$ cat src/rtl/gcd_pkg.sv
// gcd_pkg
// Shared types and constants for the subtractive GCD block:
//   gcd_state_e      controller state encoding (2 bits)
//   GCD_W            operand / result width of the datapath
//   GCD_MAX_ITER     default subtraction-step limit before timeout
package gcd_pkg;

    typedef enum logic [1:0] {
        S_IDLE = 2'd0,
        S_LOAD = 2'd1,
        S_TEST = 2'd2,
        S_DONE = 2'd3
    } gcd_state_e;

    localparam int GCD_W = 4;

    // 15 covers every nonzero 4-bit pair; gcd(15,1) is the worst case at 14 steps.
    localparam int GCD_MAX_ITER = 15;

endpackage

$ cat src/rtl/gcd_datapath.sv
// gcd_datapath
// Operand registers, subtractors and result register for subtractive GCD.
//
// Ports:
//   clk, rst          clock, synchronous active-high reset
//   xin, yin          operand inputs
//   xsel, ysel        1 = load operand input, 0 = load difference
//   xld, yld, gld     load enables for xreg, yreg, gcdreg (gcdreg <- xreg)
//   gcdreg            result register
//   ltflag, eqflag    xreg < yreg, xreg == yreg (from registers only)
module gcd_datapath
    import gcd_pkg::*;
(
    input  logic             clk,
    input  logic             rst,
    input  logic [GCD_W-1:0] xin,
    input  logic [GCD_W-1:0] yin,
    input  logic             xsel,
    input  logic             ysel,
    input  logic             xld,
    input  logic             yld,
    input  logic             gld,
    output logic [GCD_W-1:0] gcdreg,
    output logic             ltflag,
    output logic             eqflag
);

    logic [GCD_W-1:0] x_q, y_q, g_q;

    always_ff @(posedge clk) begin
        if (rst) begin
            x_q <= '0;
            y_q <= '0;
            g_q <= '0;
        end else begin
            if (xld) x_q <= xsel ? xin : (x_q - y_q);
            if (yld) y_q <= ysel ? yin : (y_q - x_q);
            if (gld) g_q <= x_q;
        end
    end

    assign ltflag = (x_q < y_q);
    assign eqflag = (x_q == y_q);
    assign gcdreg = g_q;

endmodule

$ cat src/rtl/gcd_top.sv
// gcd_top
// Controller plus datapath for the 4-bit subtractive GCD engine.
//
// Ports:
//   clk, rst          clock, synchronous active-high reset (both halves)
//   start             launch request
//   xin, yin          operands, passed straight to the datapath
//   gcdreg            result, valid with done when err is 0
//   busy, done, err   controller status
//   steps             subtraction count of the last operation
module gcd_top
    import gcd_pkg::*;
(
    input  logic                                 clk,
    input  logic                                 rst,
    input  logic                                 start,
    input  logic [GCD_W-1:0]                     xin,
    input  logic [GCD_W-1:0]                     yin,
    output logic [GCD_W-1:0]                     gcdreg,
    output logic                                 busy,
    output logic                                 done,
    output logic                                 err,
    output logic [$clog2(GCD_MAX_ITER+1)-1:0]    steps
);

    logic xsel, ysel, xld, yld, gld, ltflag, eqflag;

    gcd_ctrl u_ctrl (
        .clk    (clk),
        .rst    (rst),
        .start  (start),
        .ltflag (ltflag),
        .eqflag (eqflag),
        .xsel   (xsel),
        .ysel   (ysel),
        .xld    (xld),
        .yld    (yld),
        .gld    (gld),
        .busy   (busy),
        .done   (done),
        .err    (err),
        .steps  (steps)
    );

    gcd_datapath u_dp (
        .clk    (clk),
        .rst    (rst),
        .xin    (xin),
        .yin    (yin),
        .xsel   (xsel),
        .ysel   (ysel),
        .xld    (xld),
        .yld    (yld),
        .gld    (gld),
        .gcdreg (gcdreg),
        .ltflag (ltflag),
        .eqflag (eqflag)
    );

endmodule

$ cat src/rtl/gcd_ctrl.sv
// gcd_ctrl
// Sequencer for the subtractive GCD datapath. Loads the operands, steers
// the subtract-and-load selects from the datapath comparison flags, loads
// the result register on equality and aborts with err when the step limit
// is reached (a zero operand never converges).
//
// Ports:
//   clk, rst          clock, synchronous active-high reset
//   start             launch request, sampled only in IDLE
//   ltflag, eqflag    datapath xreg < yreg, xreg == yreg
//   xsel, ysel        1 = load operand input, 0 = load difference
//   xld, yld, gld     load enables for xreg, yreg, gcdreg
//   busy              high in every state except IDLE
//   done              one-cycle completion pulse
//   err               timeout indication, valid with done
//   steps             subtraction count of the last operation
//
// state  | meaning
// -------+---------------------------------------------------------
// IDLE   | waiting for start
// LOAD   | datapath captures xin/yin at the next edge
// TEST   | compare and subtract one step per cycle, or finish
// DONE   | done pulse with err alongside, then back to IDLE
module gcd_ctrl
    import gcd_pkg::*;
#(
    parameter int MAX_ITER = GCD_MAX_ITER,
    parameter int CW       = $clog2(MAX_ITER + 1)
) (
    input  logic          clk,
    input  logic          rst,
    input  logic          start,
    input  logic          ltflag,
    input  logic          eqflag,
    output logic          xsel,
    output logic          ysel,
    output logic          xld,
    output logic          yld,
    output logic          gld,
    output logic          busy,
    output logic          done,
    output logic          err,
    output logic [CW-1:0] steps
);

    localparam logic [CW-1:0] STEP_MAX = CW'(MAX_ITER);

    gcd_state_e    state_q, state_d;
    logic [CW-1:0] steps_q, steps_d;
    logic          err_q, err_d;

    always_ff @(posedge clk) begin
        if (rst) begin
            state_q <= S_IDLE;
            steps_q <= '0;
            err_q   <= 1'b0;
        end else begin
            state_q <= state_d;
            steps_q <= steps_d;
            err_q   <= err_d;
        end
    end

    always_comb begin
        state_d = state_q;
        steps_d = steps_q;
        err_d   = err_q;
        xsel    = 1'b0;
        ysel    = 1'b0;
        xld     = 1'b0;
        yld     = 1'b0;
        gld     = 1'b0;
        done    = 1'b0;
        err     = 1'b0;

        unique case (state_q)
            S_IDLE: begin
                if (start) begin
                    state_d = S_LOAD;
                    steps_d = '0;
                    err_d   = 1'b0;
                end
            end
            S_LOAD: begin
                xsel    = 1'b1;
                ysel    = 1'b1;
                xld     = 1'b1;
                yld     = 1'b1;
                state_d = S_TEST;
            end
            S_TEST: begin
                if (eqflag) begin
                    gld     = 1'b1;
                    state_d = S_DONE;
                end else if (steps_q == STEP_MAX) begin
                    // Limit reached: leave gcdreg untouched and flag it.
                    err_d   = 1'b1;
                    state_d = S_DONE;
                end else begin
                    // Counter cannot pass STEP_MAX: the branch above catches it first.
                    steps_d = steps_q + CW'(1);
                    if (ltflag) begin
                        yld = 1'b1;
                    end else begin
                        xld = 1'b1;
                    end
                end
            end
            S_DONE: begin
                done    = 1'b1;
                err     = err_q;
                state_d = S_IDLE;
            end
            default: begin
                state_d = S_IDLE;
            end
        endcase
    end

    assign busy  = (state_q != S_IDLE);
    assign steps = steps_q;

endmodule

$ cat config.mk
export PLATFORM = sky130hd
export DESIGN_NAME = gcd_top
export DESIGN_NICKNAME = d
export VERILOG_FILES = /design/src/rtl/gcd_pkg.sv /design/src/rtl/gcd_datapath.sv /design/src/rtl/gcd_top.sv /design/src/rtl/gcd_ctrl.sv
export SDC_FILE = /design/constraint.sdc
export NUM_CORES = 1
export LEC_CHECK = 0
export ABC_AREA = 0
export BUFFER_PORTS_ARGS = -buffer_cell sky130_fd_sc_hd__buf_2
export CAP_MARGIN = 0
export CORE_ASPECT_RATIO = 1.25
export CORE_MARGIN = 2
export CORE_UTILIZATION = 52
export CTS_BUF_LIST = sky130_fd_sc_hd__clkbuf_4 sky130_fd_sc_hd__clkbuf_8
export DETAILED_ROUTE_END_ITERATION = 8
export PLACE_DENSITY = 0.8
export SLEW_MARGIN = 20
export SYNTH_ARGS = -nofsm -noshare
export SYNTH_HDL_FRONTEND = slang
export SYNTH_SLANG_ARGS = --single-unit
export TNS_END_PERCENT = 100
$ cat constraint.sdc
create_clock -name clk -period 2.1 [get_ports clk]
set_clock_uncertainty 0.2 [all_clocks]
set_input_delay 0.105 -clock clk [delete_from_list [all_inputs] [get_ports clk]]
set_output_delay 0.105 -clock clk [all_outputs]
set_load 0.03 [all_outputs]
== Yosys cells after proc, flatten, opt, wreduce, memory -nomap -nowiden ==
Index checks and enable logic that the tools add are counted.
Storage, ports and cells
  flip-flop bits (word level): 19
  output and inout bits: 11
  input port bits: 11
Operators by class
  reductions and logical operators: 6
  equality and inequality tests: 10
  magnitude comparators: 1
  add/sub/neg operators: 3
  multiplexer cells: 27
Operators by type and width (count)
  4-bit two-way mux: 5
  1-bit two-way mux: 14
  2-bit one-hot mux with 4 select lines: 1
  4-bit one-hot mux with 2 select lines: 1
  4-bit AND reduction: 2
  4-bit subtractor: 2
  2-bit two-way mux: 3
  2-bit != test, second input constant: 3
  1-bit one-hot mux with 2 select lines: 3
  4-bit by 1-bit adder with 4-bit output, second input constant: 1
  2-bit == test, second input constant: 2
  4-bit == test: 1
  4-bit == test, second input constant: 1
  4-bit < comparator: 1
  2-bit nonzero test: 2
  3-bit by 2-bit != test with 1-bit output, second input constant: 1
  2-bit by 1-bit == test with 1-bit output, second input constant: 1
  2-bit logical NOT: 1
  2-bit by 1-bit != test with 1-bit output, second input constant: 1
  2-bit AND reduction: 1

== Longest topological paths before layout ==
  depth in word-level cells: 5
  mapped depth: 8
  gate-level depth less buffers: 8

== Cells and area by module ==
Synthesis repeated with hierarchy kept, for this count alone.
Second synthesis, totals
  cell total of the unflattened synthesis: 146
  area, all modules: 1278.7 µm²
Modules (own cells, without submodules)
  gcd_datapath: times used 1, cells an instance 89, area an instance 773.2 µm²
  gcd_ctrl: times used 1, cells an instance 57, area an instance 505.5 µm²

== Least setup slack after synthesis ==
Ideal clock, no wire load.
  path kind: register to register
  start: register u_dp.x_q[0]
  end: register u_dp.y_q[3]
  period minus slack after synthesis: 2.043 ns
  arrival: 1.721 ns
  setup slack: 0.057 ns
  stages on the path, launching flop included: 9
  data required time: 1.778 ns
  buffers on the path: 0
  cell sequence: dfxtp_1 inv_1 ha_1 inv_1 fa_1 nand3_1 nand3_1 o21a_1 o311a_1
Between the ends
  longest elaborated chain between the ends: 5
  elaborated cells on any way between the ends: 8
  classes of those cells: 1 x add/sub; 1 x order compare; 1 x eq/ne; 5 x mux
Ends and longest elaborated chain
  from (decl): line gcd_datapath.sv:28  | logic [GCD_W-1:0] x_q, y_q, g_q;
  from (signal assigned): line gcd_datapath.sv:36  | if (xld) x_q <= xsel ? xin : (x_q - y_q);
  4-bit < comparator: line gcd_datapath.sv:42  | assign ltflag = (x_q < y_q);
  1-bit two-way mux: line gcd_ctrl.sv:102  | if (ltflag) begin
  1-bit two-way mux: line gcd_ctrl.sv:95  | end else if (steps_q == STEP_MAX) begin
  1-bit two-way mux: line gcd_ctrl.sv:92  | if (eqflag) begin
  1-bit one-hot mux with 2 select lines: line gcd_ctrl.sv:76  | unique case (state_q)
  to (signal assigned): line gcd_datapath.sv:37  | if (yld) y_q <= ysel ? yin : (y_q - x_q);
  to (decl): line gcd_datapath.sv:28
Parallel ways exist; a longest one is shown, timed or not.
A chain may end at the register's enable or synchronous reset.

== Worst setup path after layout ==
  start: register u_dp.y_q[0]
  end: register u_dp.y_q[2]
Between the ends
  longest elaborated chain between the ends: 5
  elaborated cells on any way between the ends: 8
  classes of those cells: 1 x add/sub; 1 x order compare; 1 x eq/ne; 5 x mux
Ends and longest elaborated chain (line)
  4-bit < comparator: gcd_datapath.sv:42
  1-bit two-way mux: gcd_ctrl.sv:102
  1-bit two-way mux: gcd_ctrl.sv:95
  1-bit two-way mux: gcd_ctrl.sv:92
  1-bit one-hot mux with 2 select lines: gcd_ctrl.sv:76
Parallel ways exist; a longest one is shown, timed or not.

==> out/summary.txt <==
Fin. Hold Viols = 0
Pre-Repair DR Iteration Count = 4
DRC Markers = 0
IO Port Bufs = 21
F_max = 0.490 GHz
Leak = 0.716 nW
Int Pwr = 1.12 mW
Synth unique cells = 44
Crit Path Category = register to register
Final Max Slew Viols = 0
NetSw = 1.00 mW
CP endpoint kind = register
Number of synthesized flops with an enable pin = 0
Multiplexer share of the synthesized area = 0.0466
Hold crit path type = register to register
Setup tns final = 0 ps
Crit path to = u_dp.y_q[2]$_SDFFE_PP0P_
GR Overflow Total = 0
CP Max Fanout = 4
Post-Syn Instances = 149
Pwr dens = 1280 nW/um2
Final setup violating endpoints = 0
Total power = 2.12 mW
Num CTS Buffers = 3
Reg area = 383 um2
R2R Path Start = u_dp.y_q[0]$_SDFFE_PP0P_
Worst EP arrival = 2050 ps
WL/cell = 14.6 um
Share of cells above drive strength 1 = 0.271
Starting Density = 0.536
Routability Congestion = 0.881
Sequential Power Share = 0.225
Asr flop ratio synth = 0
Post-Synth XOR/XNOR Area = 0.0136
CTS tree = done
Most used DFF post-synth = dfxtp_1
Min Tclk post-route = 2040 ps
Switch share = 0.473
Worst Setup Start Kind = register
Initial antenna violation count = 0
Worst r2r dst = u_dp.y_q[2]$_SDFFE_PP0P_
R2r setup slk = 60 ps
Die width = 48.5 um
Yosys warns = 0
Comb power frac = 0.676
Hpwl dp = 2440 um
Post-synthesis simple-gate area fraction = 0.177
Largest net degree at the start of global routing = 14
Worst-margin pin slew = 427 ps
Non-Filler Instances = 221
Post-DRT Antenna Nets = 0
Via count = 1,258
Final wirelength = 3220 um
Most frequent cells in the layout = buf_2, dfxtp_1, inv_1
Clock Tree Buf Depth = 2
Slew headroom = 0.707
Vias in the first global route = 1,182
Status = complete, no violations
Die footprint = 2890 um2
Main combinational cell family by area after synthesis = compound AO/OA/AOI/OAI gates
Cells on worst reg2reg path = 8
Required @ worst endpoint = 2110 ps
CTS clock-pin slew for the worst setup and hold paths = 120 ps
Worst Setup SP = u_dp.y_q[0]$_SDFFE_PP0P_
Fin crit share = 0.971
Layout fillers = 199
Cells after DPL = 205
Hold Path Depth = 2
Min Hold Slack = 271 ps
CTS root buf = clkbuf_4
Synthesized flop and latch total = 19
Adder-cell share of the synthesized area = 0.148
I/O Pins = 22
Net Count, Synth = 174
Peak VDD IR = 0.758 mV
Syn_area_per_cell = 8.64 um2
Nets = 214
Routed vias/inst = 5.69
# H-tree levels = 1
CORE AREA = 2400 um2
Most common cell after layout, fill and taps aside = buf_2
Clock sinks = 19
Register area share after synthesis = 0.295
First-pass GRT wire length = 5160 um
Finished Core Util = 0.690
Starting DRT DRC Count = 31
Clock latency on the worst-skew pair = 300 ps
Area occupied by multi-input gates = 862 um2
Post-synthesis cell area = 1290 um2
GRT Overall Usage = 0.235
Maxcap violations = 0
Clock power frac = 0.099
Inserted Diodes = 0
Compound-cell area share of the yosys netlist = 0.249
Row count = 20
Area growth syn-to-layout = 28.7%
Height of the die = 59.6 um
[synth_stat cells (2+ instances only)]
master	number	area share
a21oi_1	10	0.039
a31oi_1	2	0.0097
and2_1	3	0.015
clkbuf_1	3	0.0087
dfxtp_1	19	0.30
fa_1	2	0.031
ha_1	12	0.12
inv_1	18	0.052
mux2i_1	6	0.047
nand2_1	11	0.032
nand3_1	5	0.019
nor2_1	8	0.023
nor2b_1	2	0.0097
nor3_1	4	0.016
o2111ai_1	3	0.020
o211a_1	2	0.016
o211ai_1	4	0.023
o21a_1	2	0.012
o21ai_0	5	0.019
o311a_1	2	0.016
o31ai_1	2	0.012
o32ai_1	2	0.014
[how the worst min path moves through the flow]
| stage | start | endpoint | slack (ps) |
|---|---|---|---|
| global route | u_dp.gcdreg[3]$_SDFFE_PP0P_ | u_dp.gcdreg[3]$_SDFFE_PP0P_ | 300 |
| detailed placement | yin[2] | u_dp.y_q[2]$_SDFFE_PP0P_ | 250 |
| CTS | u_dp.gcdreg[3]$_SDFFE_PP0P_ | u_dp.gcdreg[3]$_SDFFE_PP0P_ | 270 |
| floorplan | rst | u_ctrl.steps[2]$_SDFFE_PP0P_ | 80 |
| finish | u_dp.gcdreg[3]$_SDFFE_PP0P_ | u_dp.gcdreg[3]$_SDFFE_PP0P_ | 270 |
| global placement | rst | u_dp.gcdreg[0]$_SDFFE_PP0P_ | 240 |
[final cells by class]
cell class | count | share of cell area
Sequential cell | 19 | 0.231
Inverter | 18 | 0.0408
Multi-Input combinational cell | 107 | 0.520
Tap cell | 33 | 0.0249
Clock buffer | 4 | 0.0181
Timing Repair Buffer | 40 | 0.165
[flip-flops by register name, summed over array words and instances, names as in the netlist]
name	flops
u_dp.y_q	4
u_dp.x_q	4
u_ctrl.err_q	1
u_ctrl.steps	4
u_dp.gcdreg	4
u_ctrl.state_q	2
[repair_timing]
item | 4_1_cts | 5_1_grt
resized for setup | 1 | 12
pin swaps | 1 | 7
endpoints found under the hold margin | 14 | 0
hold buffers | 10 | 0
setup buffers | 0 | 2
endpoints found under the setup margin | 1 | 9
[critical path: stages (launching register included)]
cell and delay (ps):
dfxtp_1 410, ha_4 150, inv_2 40, fa_2 390, nand3_2 100, nand3_2 90
o21a_1 220, buf_4 140, o211a_1 200
[through the flow]
step	area (um2)	worst slack, ps
2_1_floorplan	1290	57.1
3_3_place_gp	1460	47.0
3_5_place_dp	1460	-18.2
4_1_cts	1600	19.0
5_1_grt	1660	-24.4
6_report	1660	60.7
[per-layer routing]
| metal | vias up | GRT usage | part of all wire |
|---|---|---|---|
| met2 | 44 | 0.476 | 0.53 |
| met5 | - | 0 | 0 |
| met1 | 587 | 0.239 | 0.41 |
| met3 | 12 | 0.0253 | 0.030 |
| met4 | 0 | 0.118 | 0.027 |
| li1 | 615 | - | - |
[power groups by stage]
stage	Sequential (mW)	Combinational (mW)	Clock (mW)
4_1_cts	0.473	1.33	0.206
6_report	0.478	1.43	0.211
5_1_grt	0.488	1.57	0.222
3_5_place_dp	0.481	1.31	0
3_3_place_gp	0.476	1.28	0
2_1_floorplan	0.475	0.928	0
[cells by family (layout without fill, tap and decap cells)]
| logic type | count (synthesis) | count (layout) |
|---|---|---|
| AOI/OAI and AO/OA | 43 | 43 |
| xor gates and xnor gates | 2 | 2 |
| adders and majority gates | 14 | 14 |
| buffers and inverters | 23 | 62 |
| DFF | 19 | 19 |
| muxes | 6 | 6 |
| and+or+nand+nor | 42 | 42 |
No activity file was read; power rests on OpenSTA's default activity.
